`src/rtl/lcd_timing_gen.sv`:
```
// lcd_timing_gen: 480x272 RGB-LCD raster timing with PLL-lock qualification
// Ports: clk pixel clock; reset async active-high; pll_locked raw PLL lock (async);
//        disp_en panel enable (RUN only); hsync/vsync active-low syncs; de data enable;
//        x/y pixel coordinates (0 outside de); line_start/frame_start one-clock strobes.
module lcd_timing_gen #(
  parameter int H_ACTIVE  = 480,
  parameter int H_FP      = 2,
  parameter int H_SYNC    = 41,
  parameter int H_BP      = 2,
  parameter int V_ACTIVE  = 272,
  parameter int V_FP      = 2,
  parameter int V_SYNC    = 10,
  parameter int V_BP      = 2,
  parameter int LOCK_WAIT = 1024
) (
  input  logic       clk,
  input  logic       reset,
  input  logic       pll_locked,
  output logic       disp_en,
  output logic       hsync,
  output logic       vsync,
  output logic       de,
  output logic [9:0] x,
  output logic [8:0] y,
  output logic       line_start,
  output logic       frame_start
);
  localparam int H_TOTAL = H_ACTIVE + H_FP + H_SYNC + H_BP;
  localparam int V_TOTAL = V_ACTIVE + V_FP + V_SYNC + V_BP;
  localparam int HW = $clog2(H_TOTAL);
  localparam int VW = $clog2(V_TOTAL);
  localparam int SW = $clog2(LOCK_WAIT + 1);
  typedef enum logic [1:0] {IDLE, SETTLE, RUN} state_t;
  state_t state_q, state_d;
  logic [1:0] sync_q;
  logic [SW-1:0] settle_q, settle_d;
  logic [HW-1:0] hcnt_q, hcnt_d;
  logic [VW-1:0] vcnt_q, vcnt_d;
  logic lock_s, run, h_last, v_last, act, hs_win, vs_win;
  assign lock_s = sync_q[1];
  assign run    = state_q == RUN;
  assign h_last = hcnt_q == HW'(H_TOTAL - 1);
  assign v_last = vcnt_q == VW'(V_TOTAL - 1);
  assign act    = hcnt_q < HW'(H_ACTIVE) && vcnt_q < VW'(V_ACTIVE);
  assign hs_win = hcnt_q >= HW'(H_ACTIVE + H_FP) && hcnt_q <= HW'(H_ACTIVE + H_FP + H_SYNC - 1);
  assign vs_win = vcnt_q >= VW'(V_ACTIVE + V_FP) && vcnt_q <= VW'(V_ACTIVE + V_FP + V_SYNC - 1);
  // Counters default to 0 so IDLE, SETTLE and the RUN exit all leave the raster at (0,0).
  always_comb begin
    state_d  = state_q;
    settle_d = '0;
    hcnt_d   = '0;
    vcnt_d   = '0;
    case (state_q)
      IDLE:    state_d = lock_s ? SETTLE : IDLE;
      SETTLE: begin
        state_d  = !lock_s ? IDLE : (settle_q == SW'(LOCK_WAIT - 1)) ? RUN : SETTLE;
        settle_d = (lock_s && settle_q != SW'(LOCK_WAIT - 1)) ? settle_q + SW'(1) : '0;
      end
      RUN: begin
        state_d = lock_s ? RUN : IDLE;
        hcnt_d  = (!lock_s || h_last) ? '0 : hcnt_q + HW'(1);
        vcnt_d  = !lock_s ? '0 : !h_last ? vcnt_q : v_last ? '0 : vcnt_q + VW'(1);
      end
      default: state_d = IDLE;
    endcase
  end
  always_ff @(posedge clk or posedge reset) begin
    if (reset) begin
      state_q  <= IDLE;
      sync_q   <= '0;
      settle_q <= '0;
      hcnt_q   <= '0;
      vcnt_q   <= '0;
    end else begin
      state_q  <= state_d;
      sync_q   <= {sync_q[0], pll_locked};
      settle_q <= settle_d;
      hcnt_q   <= hcnt_d;
      vcnt_q   <= vcnt_d;
    end
  end
  // Outputs are decoded from the current state/counters and registered, so every
  // output lags the raster counters by exactly one clock; non-RUN forces reset values.
  always_ff @(posedge clk or posedge reset) begin
    if (reset) begin
      disp_en     <= 1'b0;
      hsync       <= 1'b1;
      vsync       <= 1'b1;
      de          <= 1'b0;
      x           <= '0;
      y           <= '0;
      line_start  <= 1'b0;
      frame_start <= 1'b0;
    end else begin
      disp_en     <= run;
      hsync       <= !(run && hs_win);
      vsync       <= !(run && vs_win);
      de          <= run && act;
      x           <= (run && act) ? 10'(hcnt_q) : '0;
      y           <= (run && act) ? 9'(vcnt_q) : '0;
      line_start  <= run && hcnt_q == '0;
      frame_start <= run && hcnt_q == '0 && vcnt_q == '0;
    end
  end
endmodule

```
`config.mk`:
```
export PLATFORM = sky130hd
export DESIGN_NAME = lcd_timing_gen
export DESIGN_NICKNAME = d
export VERILOG_FILES = /design/src/rtl/lcd_timing_gen.sv
export SDC_FILE = /design/constraint.sdc
export NUM_CORES = 1
export LEC_CHECK = 0
export ABC_AREA = 1
export BUFFER_PORTS_ARGS = -buffer_cell sky130_fd_sc_hd__clkbuf_2
export CORE_AREA = 10 10 79 81
export CTS_CLUSTER_DIAMETER = 30
export CTS_CLUSTER_SIZE = 40
export DETAILED_ROUTE_END_ITERATION = 16
export DIE_AREA = 0 0 89 91
export GPL_ROUTABILITY_DRIVEN = 1
export GPL_TIMING_DRIVEN = 0
export PLACE_DENSITY = 0.78
export SLEW_MARGIN = 20
export SYNTH_ARGS = -nofsm -noshare
export SYNTH_HDL_FRONTEND = slang
export SYNTH_SLANG_ARGS = --single-unit
```
`constraint.sdc`:
```
create_clock -name clk -period 3.25 [get_ports clk]
set_input_delay 0.325 -clock clk [delete_from_list [all_inputs] [get_ports clk]]
set_output_delay 0.325 -clock clk [all_outputs]
set_load 0.05 [all_outputs]
```
== Yosys cells after proc, flatten, opt, wreduce, memory -nomap -nowiden ==
Index checks and enable logic that the tools add are counted.
Word-level totals
  register bits: 59
  bits of input ports: 3
  output and inout bits: 25
  word-level logic and storage cells: 60
Cells by class
  $add $sub $neg: 3
  $lt $le $gt $ge: 6
  equal/unequal tests: 7
  multiplexer cells: 15
  reductions and logical operators: 16
Operators by type and width (number)
  $mux W9: 5
  $mux W10: 3
  $mux W11: 2
  $add A11 B1 Y11 const B: 1
  $eq A11 B10 Y1 const B: 1
  $ne A11 B10 Y1 const B: 1
  $add A10 B1 Y10 const B: 1
  $eq A10 B10 Y1 const B: 1
  $ge A10 B9 Y1 const B: 1
  $le A10 B10 Y1 const B: 1
  $logic_not A10 Y1: 1
  $lt A10 B9 Y1 const B: 1
  $add A9 B1 Y9 const B: 1
  $eq A9 B9 Y1 const B: 1
  $ge A9 B9 Y1 const B: 1
  $le A9 B9 Y1 const B: 1
  $logic_and A1 B1 Y1: 9
  $logic_not A9 Y1: 1
  $lt A9 B9 Y1 const B: 1
  $mux W2: 3
  $pmux W2 S3: 1
  $logic_not A1 Y1: 3
  $ne A3 B2 Y1 const B: 1
  $eq A2 B1 Y1 const B: 1
  other kinds (4): 4

== Logic depth before layout (Yosys ltp) ==
Gate-level depths: netlist of the first run.
  depth after elaboration: 5
  depth in mapped cells: 10
  gate-level depth less buffers: 10

== Least setup slack after synthesis of the first run ==
Ideal clock, no wire load.
  path kind: reg-to-reg
  start point: register settle_q[0]
  end point: register state_q[0]
  library setup time: 0.124 ns
  arrival time: 1.270 ns
  required time: 3.126 ns
  setup slack: 1.856 ns
  cell stages (with the launch flop): 10
  path buffers: 1
  clock period less this slack: 1.394 ns
  path through: dfrtp_1 -> ha_1 -> nand3_2 -> nor2_4 -> nand2_2 -> nor2_4 -> nand2_2 -> nand2_2 -> buf_6 -> o31ai_1
On the way
  longest elaborated chain between the ends: 4
Ends and longest elaborated chain
  from (decl): RTL line 36  | logic [SW-1:0] settle_q, settle_d;
  from (signal assigned): RTL line 77  | settle_q <= settle_d;
  $eq A11 B10 Y1: RTL line 56  | state_d = !lock_s ? IDLE : (settle_q == SW'(LOCK_WAIT - 1)) ? RUN : SETTLE;
  $mux W2 (2 in series): RTL line 56
  $pmux W2 S3: RTL line 53  | case (state_q)
  net state_d[0]: RTL line 34  | state_t state_q, state_d;
  to (signal assigned): RTL line 75  | state_q <= state_d;
  to (decl): RTL line 34
The timed path passes the listed nets, and every way through them passes these cells.
A chain may end at the register's enable or synchronous reset.

== Final worst setup path of the first run ==
Same ends and word-level chain as after synthesis.

==> results of run 1 <==
## critical path, cell delays in order, from the launching register on
cell                      delay (ns)
sky130_fd_sc_hd__dfrtp_1        0.40
sky130_fd_sc_hd__ha_1           0.22
sky130_fd_sc_hd__nand3_2        0.12
sky130_fd_sc_hd__nor2_4         0.13
sky130_fd_sc_hd__nand2_2        0.09
sky130_fd_sc_hd__nor2_4         0.13
sky130_fd_sc_hd__nand2_2        0.07
sky130_fd_sc_hd__nand2_2        0.08
sky130_fd_sc_hd__buf_6          0.14
sky130_fd_sc_hd__o31ai_1        0.07
## final cells by class
cell class                      count  area (sq um)
Fill cell                         377          1588
Sequential cell                    59          1479
Multi-Input combinational cell    197          1016
Inverter                           43         163.9
Clock buffer                       14         162.7
Timing Repair Buffer               27         135.1
Tap cell                           54         67.56
Buffer                              4         38.79
Clock inverter                      2         10.01
## per-stage QoR
| stage | cells | setup WS (ns) | hold WS [ns] |
|---|---|---|---|
| after detailed placement | 384 | 1.681 | 0.3442 |
| final | 400 | 1.689 | 0.09081 |
| after global routing | 400 | 1.547 | 0.09531 |
| after CTS | 400 | 1.680 | 0.08723 |
| after floorplan | 303 | 1.472 | 0.3312 |
| after global placement | 384 | 0.8262 | 0.3330 |
## cells in the final DEF (no fill, tap or decap), drive strengths merged
| cell | netlist | routed |
|---|---|---|
| nor2 | 69 | 69 |
| dfrtp | 57 | 57 |
| nand2 | 54 | 54 |
| inv | 43 | 43 |
| clkbuf | 0 | 41 |
| nand3 | 17 | 17 |
| nor3 | 14 | 14 |
| nand4 | 9 | 9 |
| o21ai | 9 | 9 |
| xor2 | 6 | 6 |
| ha | 6 | 6 |
| a21oi | 5 | 5 |
| buf | 4 | 4 |
| o21bai | 2 | 2 |
| clkinv | 0 | 2 |
| dfstp | 2 | 2 |
| o31ai | 1 | 1 |
| or2 | 1 | 1 |
| a211oi | 1 | 1 |
| xnor2 | 1 | 1 |
| a31oi | 1 | 1 |
| conb | 1 | 1 |
## cell families after synthesis
kind of cell / Yosys count / share of synthesized area (%)
other: 1 / 0.1391
adder cells (fa/ha/maj): 6 / 2.785
XOR/XNOR: 7 / 2.275
flip-flops: 59 / 54.87
AO/OA/AOI/OAI: 19 / 4.132
AND/OR/NAND/NOR: 164 / 28.37
buffers and inverters: 47 / 7.428
## worst max path at each step
stage                            from          to  depth (start not counted)
after floorplan                 reset          de                          1
after global placement          reset   sync_q[1]                          2
after detailed placement  settle_q[0]  state_q[0]                          9
after CTS                 settle_q[0]  state_q[0]                          9
after global routing        vcnt_q[0]   vcnt_q[8]                          9
final                     settle_q[0]  state_q[0]                          9
## flip-flops by register name, indices dropped and copies added, names as in the netlist
register / cells
settle_q: 11
hcnt_q: 10
x: 10
vcnt_q: 9
y: 9
state_q: 2
sync_q: 2
de: 1
disp_en: 1
frame_start: 1
hsync: 1
line_start: 1
vsync: 1
## power groups by stage
stage | logic, uW | registers [uW] | clock network (uW)
4_1_cts | 35.2 | 745 | 591
3_3_place_gp | 34.1 | 759 | 0
3_5_place_dp | 35.2 | 759 | 0
5_1_grt | 39.5 | 746 | 622
6_report | 33.6 | 745 | 576
2_1_floorplan | 24.2 | 760 | 0
## Yosys cell counts (all sizes together)
library cell / count / share of area, %
nor2: 69 / 11
dfrtp: 57 / 53
nand2: 54 / 8.2
inv: 43 / 6.0
nand3: 17 / 3.8
nor3: 14 / 2.6
nand4: 9 / 2.6
o21ai: 9 / 1.7
ha: 6 / 2.8
xor2: 6 / 1.9
a21oi: 5 / 0.93
buf: 4 / 1.4
dfstp: 2 / 1.9
o21bai: 2 / 0.56
a211oi: 1 / 0.46
a31oi: 1 / 0.23
conb: 1 / 0.14
o31ai: 1 / 0.28
or2: 1 / 0.23
xnor2: 1 / 0.33
## layer usage
metal	share of wire, %	up-vias	GRT usage, %
met2	49	41	22.57
met5	0	-	0
li1	-	1027	-
met1	44	939	16.95
met4	2.4	0	7.825
met3	5.0	11	3.575
==> out/results.tsv, run 1 <==
stage	metric	value	unit
run_status	run_status	finished, final reports clean	
layout	flow.area_growth_from_synthesis	14.02	%
sta	timing.final.crit_period	1.561	ns
clock_network	clockRootBuffer	sky130_fd_sc_hd__clkbuf_8	
layout	fin_util	65.93	%
critical_path	worst_endpoint_data_arrival_time	1.77	ns
sta	worst_clock_skew	0.006389	ns
synthesis	synth_seq_area_share	54.87	%
power_and_ir_drop	sequential_fraction_of_design_power	55.0	%
clock_network	cts.htree.levels	3	
layout	antenna-diode-count	0	
routing	overall_routed_net_length	5260	um
global_route	gr_usage_total	14.17	%
sta	final_hold_viol_count	0	
clock_network	worst_setup_hold_path_clk_slew	0.06	ns
routing	viasPerCell	5.045	
global_route	grt-ovfl-total	0	
clock_network	ctsResizeCount	0	
power_and_ir_drop	max-vdd-ir-drop	0.3072	mV
die	io_pins	28	
sta	fin_crit_sh	48.04	%
power_and_ir_drop	total_power	1355	uW
critical_path	worst-r2r-setup-slack	1.69	ns
synthesis	synth_nets	312	
clock_network	clock_insertion_delay_worst_skew	0.33	ns
routing	first_iter_violations	145	
global_route	first_global_vias	1996	
critical_path	path_class	flop to flop	
sta	fmaxAchievable	0.6405	GHz
synthesis	synthesized_flop_and_latch_total	59	
die	rows	25	
clock_network	clock_path_buffers	2	
critical_path	crit-reg2reg-launch	settle_q[0]	
clock_network	number_of_buffers_inserted_by_post_cts_setup_repair	0	
run	cap_viol_max_count	0	
clock_network	numClockSinks	59	
die	die_area	8099	sq um
routing	antenna_violating_nets_post_route	0	
sta	setup_viol	0	
clock_network	cts_hold_buffers	0	
placement	placedInstanceArea	2900	sq um
die	die_x	89	um
global_route	antenna_found_initial	0	
placement	gpl.final_weighted_congestion	0.9251	
critical_path	cp.required	3.46	ns
global_route	grt_first_pass_wirelength	9121	um
sta	slew_headroom	53.16	%
routing	drc	0	
power_and_ir_drop	switchingPower	290.6	uW
routing	wl_per_cell	13.15	um
sta	tns	0	ns
layout	post_route_cells_drive_above_1_share	19.65	%
synthesis	synth_warnings	0	
clock_network	cts_made_buffers	9	
sta	rsz0062_at_grt	false	
critical_path	worst_setup_path_end_kind	flop	
power_and_ir_drop	p_leak	0.001485	uW
placement	dp_hpwl	3891	um
power_and_ir_drop	power_frac_comb	2.5	%
die	floorplan.core_area	4661	sq um
critical_path	critPathMaxFanout	10	
power_and_ir_drop	power-per-cell-area	441.1	nW/um^2
layout	nNetsFinal	350	
synthesis	post_synth_instance_area	2695	sq um
critical_path	regToRegEndpoint	state_q[0]	
synthesis	yosys.cell_types.count	30	
power_and_ir_drop	clock_power_share	42.5	%
synthesis	post_synth.cell_area_avg	8.895	sq um
power_and_ir_drop	power.share.switching	21.44	%
critical_path	worst-r2r-cell-count	9	
hold_path	hold_path_class	primary input to async pin	
routing	detail_route.first_pass.iterations	4	
critical_path	worst_setup_path_start_kind	flop	
synthesis	synthesis.instances	303	
placement	number_of_i_o_port_buffers	27	
sta	worst_pin_slew	0.7026	ns
routing	vias	2018	
die	die_height	91	um
die	starting_density	57.83	%
sta	slew_viol_final	0	
layout	finish.instance_area	3073	sq um
power_and_ir_drop	cell_internal_pwr	1065	uW
clock_network	tritoncts	built	
global_route	grt_max_degree	60	
Note: power is estimated with default switching activity, not from simulation.
==> inputs of run 2 (changes only) <==
--- a/config.mk
+++ b/config.mk
@@ -7,14 +7,14 @@
 export LEC_CHECK = 0
 export ABC_AREA = 1
 export BUFFER_PORTS_ARGS = -buffer_cell sky130_fd_sc_hd__clkbuf_2
-export CORE_AREA = 10 10 79 81
+export CORE_AREA = 10 10 83 85
 export CTS_CLUSTER_DIAMETER = 30
 export CTS_CLUSTER_SIZE = 40
 export DETAILED_ROUTE_END_ITERATION = 16
-export DIE_AREA = 0 0 89 91
+export DIE_AREA = 0 0 93 95
 export GPL_ROUTABILITY_DRIVEN = 1
 export GPL_TIMING_DRIVEN = 0
-export PLACE_DENSITY = 0.78
+export PLACE_DENSITY = 0.74
 export SLEW_MARGIN = 20
 export SYNTH_ARGS = -nofsm -noshare
 export SYNTH_HDL_FRONTEND = slang
==> constraint.sdc (replaced) <==
create_clock -name clk -period 1.3 [get_ports clk]
set_input_delay 0.13 -clock clk [delete_from_list [all_inputs] [get_ports clk]]
set_output_delay 0.13 -clock clk [all_outputs]
set_load 0.05 [all_outputs]
==> out/results.tsv, run 2 (synthesized netlist as in run 1, its figures left out) <==
stage	metric	value	unit	change
sta	slew_headroom	52.73	%	-0.43 points
power_and_ir_drop	cell_internal_pwr	2884	uW	+170%
clock_network	worst_setup_hold_path_clk_slew	0.06	ns	about the same
routing	viasPerCell	5.078		+0.65%
sta	worst_clock_skew	0.01032	ns	+0.003930 ns
routing	vias	2290		+13%
hold_path	hold_path_class	flop to flop		
run_status	failed_checks	negative setup slack		
power_and_ir_drop	switchingPower	768.4	uW	+160%
placement	number_of_i_o_port_buffers	27		unchanged
layout	layout_top_registers	settle_q: 11 flops, hcnt_q: 10 flops, x: 10 flops		
die	starting_density	50.49	%	-7.3 points
critical_path	worst_endpoint_data_arrival_time	1.70	ns	-0.07 ns
global_route	gr_usage_total	14.52	%	+0.35 points
clock_network	tritoncts	built		
layout	flow.area_growth_from_synthesis	41.32	%	
sta	rsz0062_at_grt	true		
layout	largest_reg_flops	11		unchanged
critical_path	critical_path.slowest_cell	sky130_fd_sc_hd__dfrtp_1		
power_and_ir_drop	sequential_fraction_of_design_power	51.0	%	-4.0 points
layout	nNetsFinal	384		+9.7%
critical_path	worst_setup_path_start_kind	flop		
routing	wl_per_cell	15.31	um	+16%
power_and_ir_drop	max-vdd-ir-drop	1.113	mV	+260%
critical_path	worst_setup_path_end_kind	flop		
critical_path	cp_cell_sequence	ha_4, nand3_4, nor2_4, nand2_2, nor2_4, nand2_2, nand2_4, buf_8, o31ai_1		
global_route	antenna_found_initial	0		unchanged
clock_network	cts.htree.levels	3		unchanged
clock_network	clock_path_buffers	2		unchanged
global_route	first_global_vias	2261		+13%
die	rows	27		+8.0%
sta	slew_viol_final	0		unchanged
layout	antenna-diode-count	0		unchanged
die	die_x	93	um	+4.5%
placement	gpl.final_weighted_congestion	0.8254		-11%
global_route	grt-ovfl-total	0		unchanged
layout	most_common_cell_after_layout_fill_and_taps_aside	sky130_fd_sc_hd__dfrtp_1		
global_route	grt_first_pass_wirelength	10210	um	+12%
global_route	grt_max_degree	35		-42%
routing	first_iter_violations	183		+26%
power_and_ir_drop	p_leak	0.001724	uW	+16%
routing	drc	0		unchanged
sta	setup_viol	50		+50
layout	post_route_cells_drive_above_1_share	43.54	%	+24 points
hold_path	hold_depth	0		
layout	largest-register	settle_q		
layout	mostFrequentLayoutCells	sky130_fd_sc_hd__dfrtp_1 (53), sky130_fd_sc_hd__nand2_1 (42), sky130_fd_sc_hd__nor2_1 (37)		
critical_path	path_class	flop to flop		
clock_network	clock_insertion_delay_worst_skew	0.33	ns	about the same
power_and_ir_drop	power-per-cell-area	958.9	nW/um^2	+120%
clock_network	clockRootBuffer	sky130_fd_sc_hd__clkbuf_8		
routing	antenna_violating_nets_post_route	0		unchanged
die	die_height	95	um	+4.4%
sta	fmaxAchievable	0.6737	GHz	+5.2%
sta	hold_slack	0.3652	ns	+0.2744 ns
critical_path	worst-r2r-cell-count	9		unchanged
clock_network	cts_made_buffers	9		unchanged
die	die_area	8835	sq um	+9.1%
layout	fillcell_total	378		+0.27%
power_and_ir_drop	power_frac_comb	4.0	%	+1.5 points
power_and_ir_drop	power.share.switching	21.04	%	-0.40 points
die	floorplan.core_area	5338	sq um	+15%
sta	final_hold_viol_count	0		unchanged
critical_path	cp.required	1.52	ns	-1.94 ns
layout	fin_util	71.35	%	+5.4 points
die	io_pins	28		unchanged
run_status	run_status	finished, violations left		
sta	timing.final.crit_period	1.484	ns	-0.07698 ns
power_and_ir_drop	clock_power_share	44.9	%	+2.4 points
critical_path	critPathMaxFanout	5		-5
routing	overall_routed_net_length	6903	um	+31%
sta	worst_pin_slew	0.7076	ns	+0.004928 ns
routing	detail_route.first_pass.iterations	4		unchanged
sta	fin_crit_sh	114.2	%	+66 points
clock_network	numClockSinks	59		unchanged
run	cap_viol_max_count	0		unchanged
placement	dp_hpwl	3872	um	-0.48%
sta	setup_ws	-0.1843	ns	-1.873 ns
critical_path	cpPeakStageDelay	0.41	ns	about the same
run 2: changes by cell type in the layout (fill, tap and decap cells not counted), moves of 7 or more:
cell                      change
sky130_fd_sc_hd__buf_4       +20
sky130_fd_sc_hd__nand2_1      -7
sky130_fd_sc_hd__nor2_1      -26
sky130_fd_sc_hd__nor2_2      +17
sky130_fd_sc_hd__nor2_4       +9
sky130_fd_sc_hd__nor3_1       -9
run 2: routing by layer:
| metal | vias to the layer above | global-route usage (%) | share of wire (%) |
|---|---|---|---|
| li1 | 1088 | - | - |
| met1 | 1126 | 16.44 | 41 |
| met2 | 62 | 24.07 | 52 |
| met3 | 14 | 5.472 | 5.2 |
| met4 | 0 | 6.427 | 2.1 |
| met5 | - | 0 | 0 |
run 2: layout make-up:
cell class / instances / area, sq um / area share (%)
inverter: 43 / 177.7 / 4.665
clock inverter: 2 / 35.03 / 0.9198
multi-input combinational: 197 / 1344 / 35.28
tap: 72 / 90.09 / 2.365
timing repair buffer: 61 / 466.7 / 12.25
buffer: 4 / 52.55 / 1.380
clock buffer: 13 / 158.9 / 4.172
sequential: 59 / 1484 / 38.96
run 2: power by group through the flow:
| stage | registers (uW) | clock network (uW) | logic [uW] |
|---|---|---|---|
| 6_report | 1860 | 1640 | 147 |
| 4_1_cts | 1860 | 1670 | 127 |
| 5_1_grt | 1860 | 1760 | 166 |
| 3_3_place_gp | 1900 | 0 | 87.7 |
| 3_5_place_dp | 1900 | 0 | 96.0 |
| 2_1_floorplan | 1900 | 0 | 61.2 |
run 2: worst max-delay path: cells and delay by family (launching register included):
family	cells	cell delay, ns
AOI/OAI and AO/OA	1	0.08
adders and majority gates	1	0.17
buffers and inverters	1	0.13
DFF	1	0.41
and+or+nand+nor	6	0.57
run 2: final timing paths:
kind                        startpoint          to  slack (ns)
hold reg to reg              sync_q[0]   sync_q[1]        0.37
min in group asynchronous        reset        x[5]        0.47
hold / removal               sync_q[0]   sync_q[1]        0.37
setup / recovery           settle_q[0]  state_q[0]       -0.18
setup reg to reg           settle_q[0]  state_q[0]       -0.18
max in group asynchronous        reset   vcnt_q[7]        0.26
run 2: stage by stage:
step	setup slack [ns]	setup TNS, ns	total power [uW]	cell area (sq um)	cells
after floorplan	-0.08952	-0.7038	1961	2701	303
after global placement	-0.2241	-5.393	1984	2927	402
after detailed placement	-0.2478	-6.956	1992	2947	403
after CTS	-0.1665	-2.697	3655	3538	446
after global routing	-0.2652	-7.626	3784	3809	451
final	-0.1843	-4.165	3652	3809	451
run 2: what timing repair did:
action                                 4_1_cts  5_1_grt
hold buffers                                 2        0
endpoints found under the hold margin       32        0
cloned                                       2        0
gates resized for setup                     38       73
buffers inserted                            24        9
setup endpoints to repair                   45       52
pin swaps                                   13       17
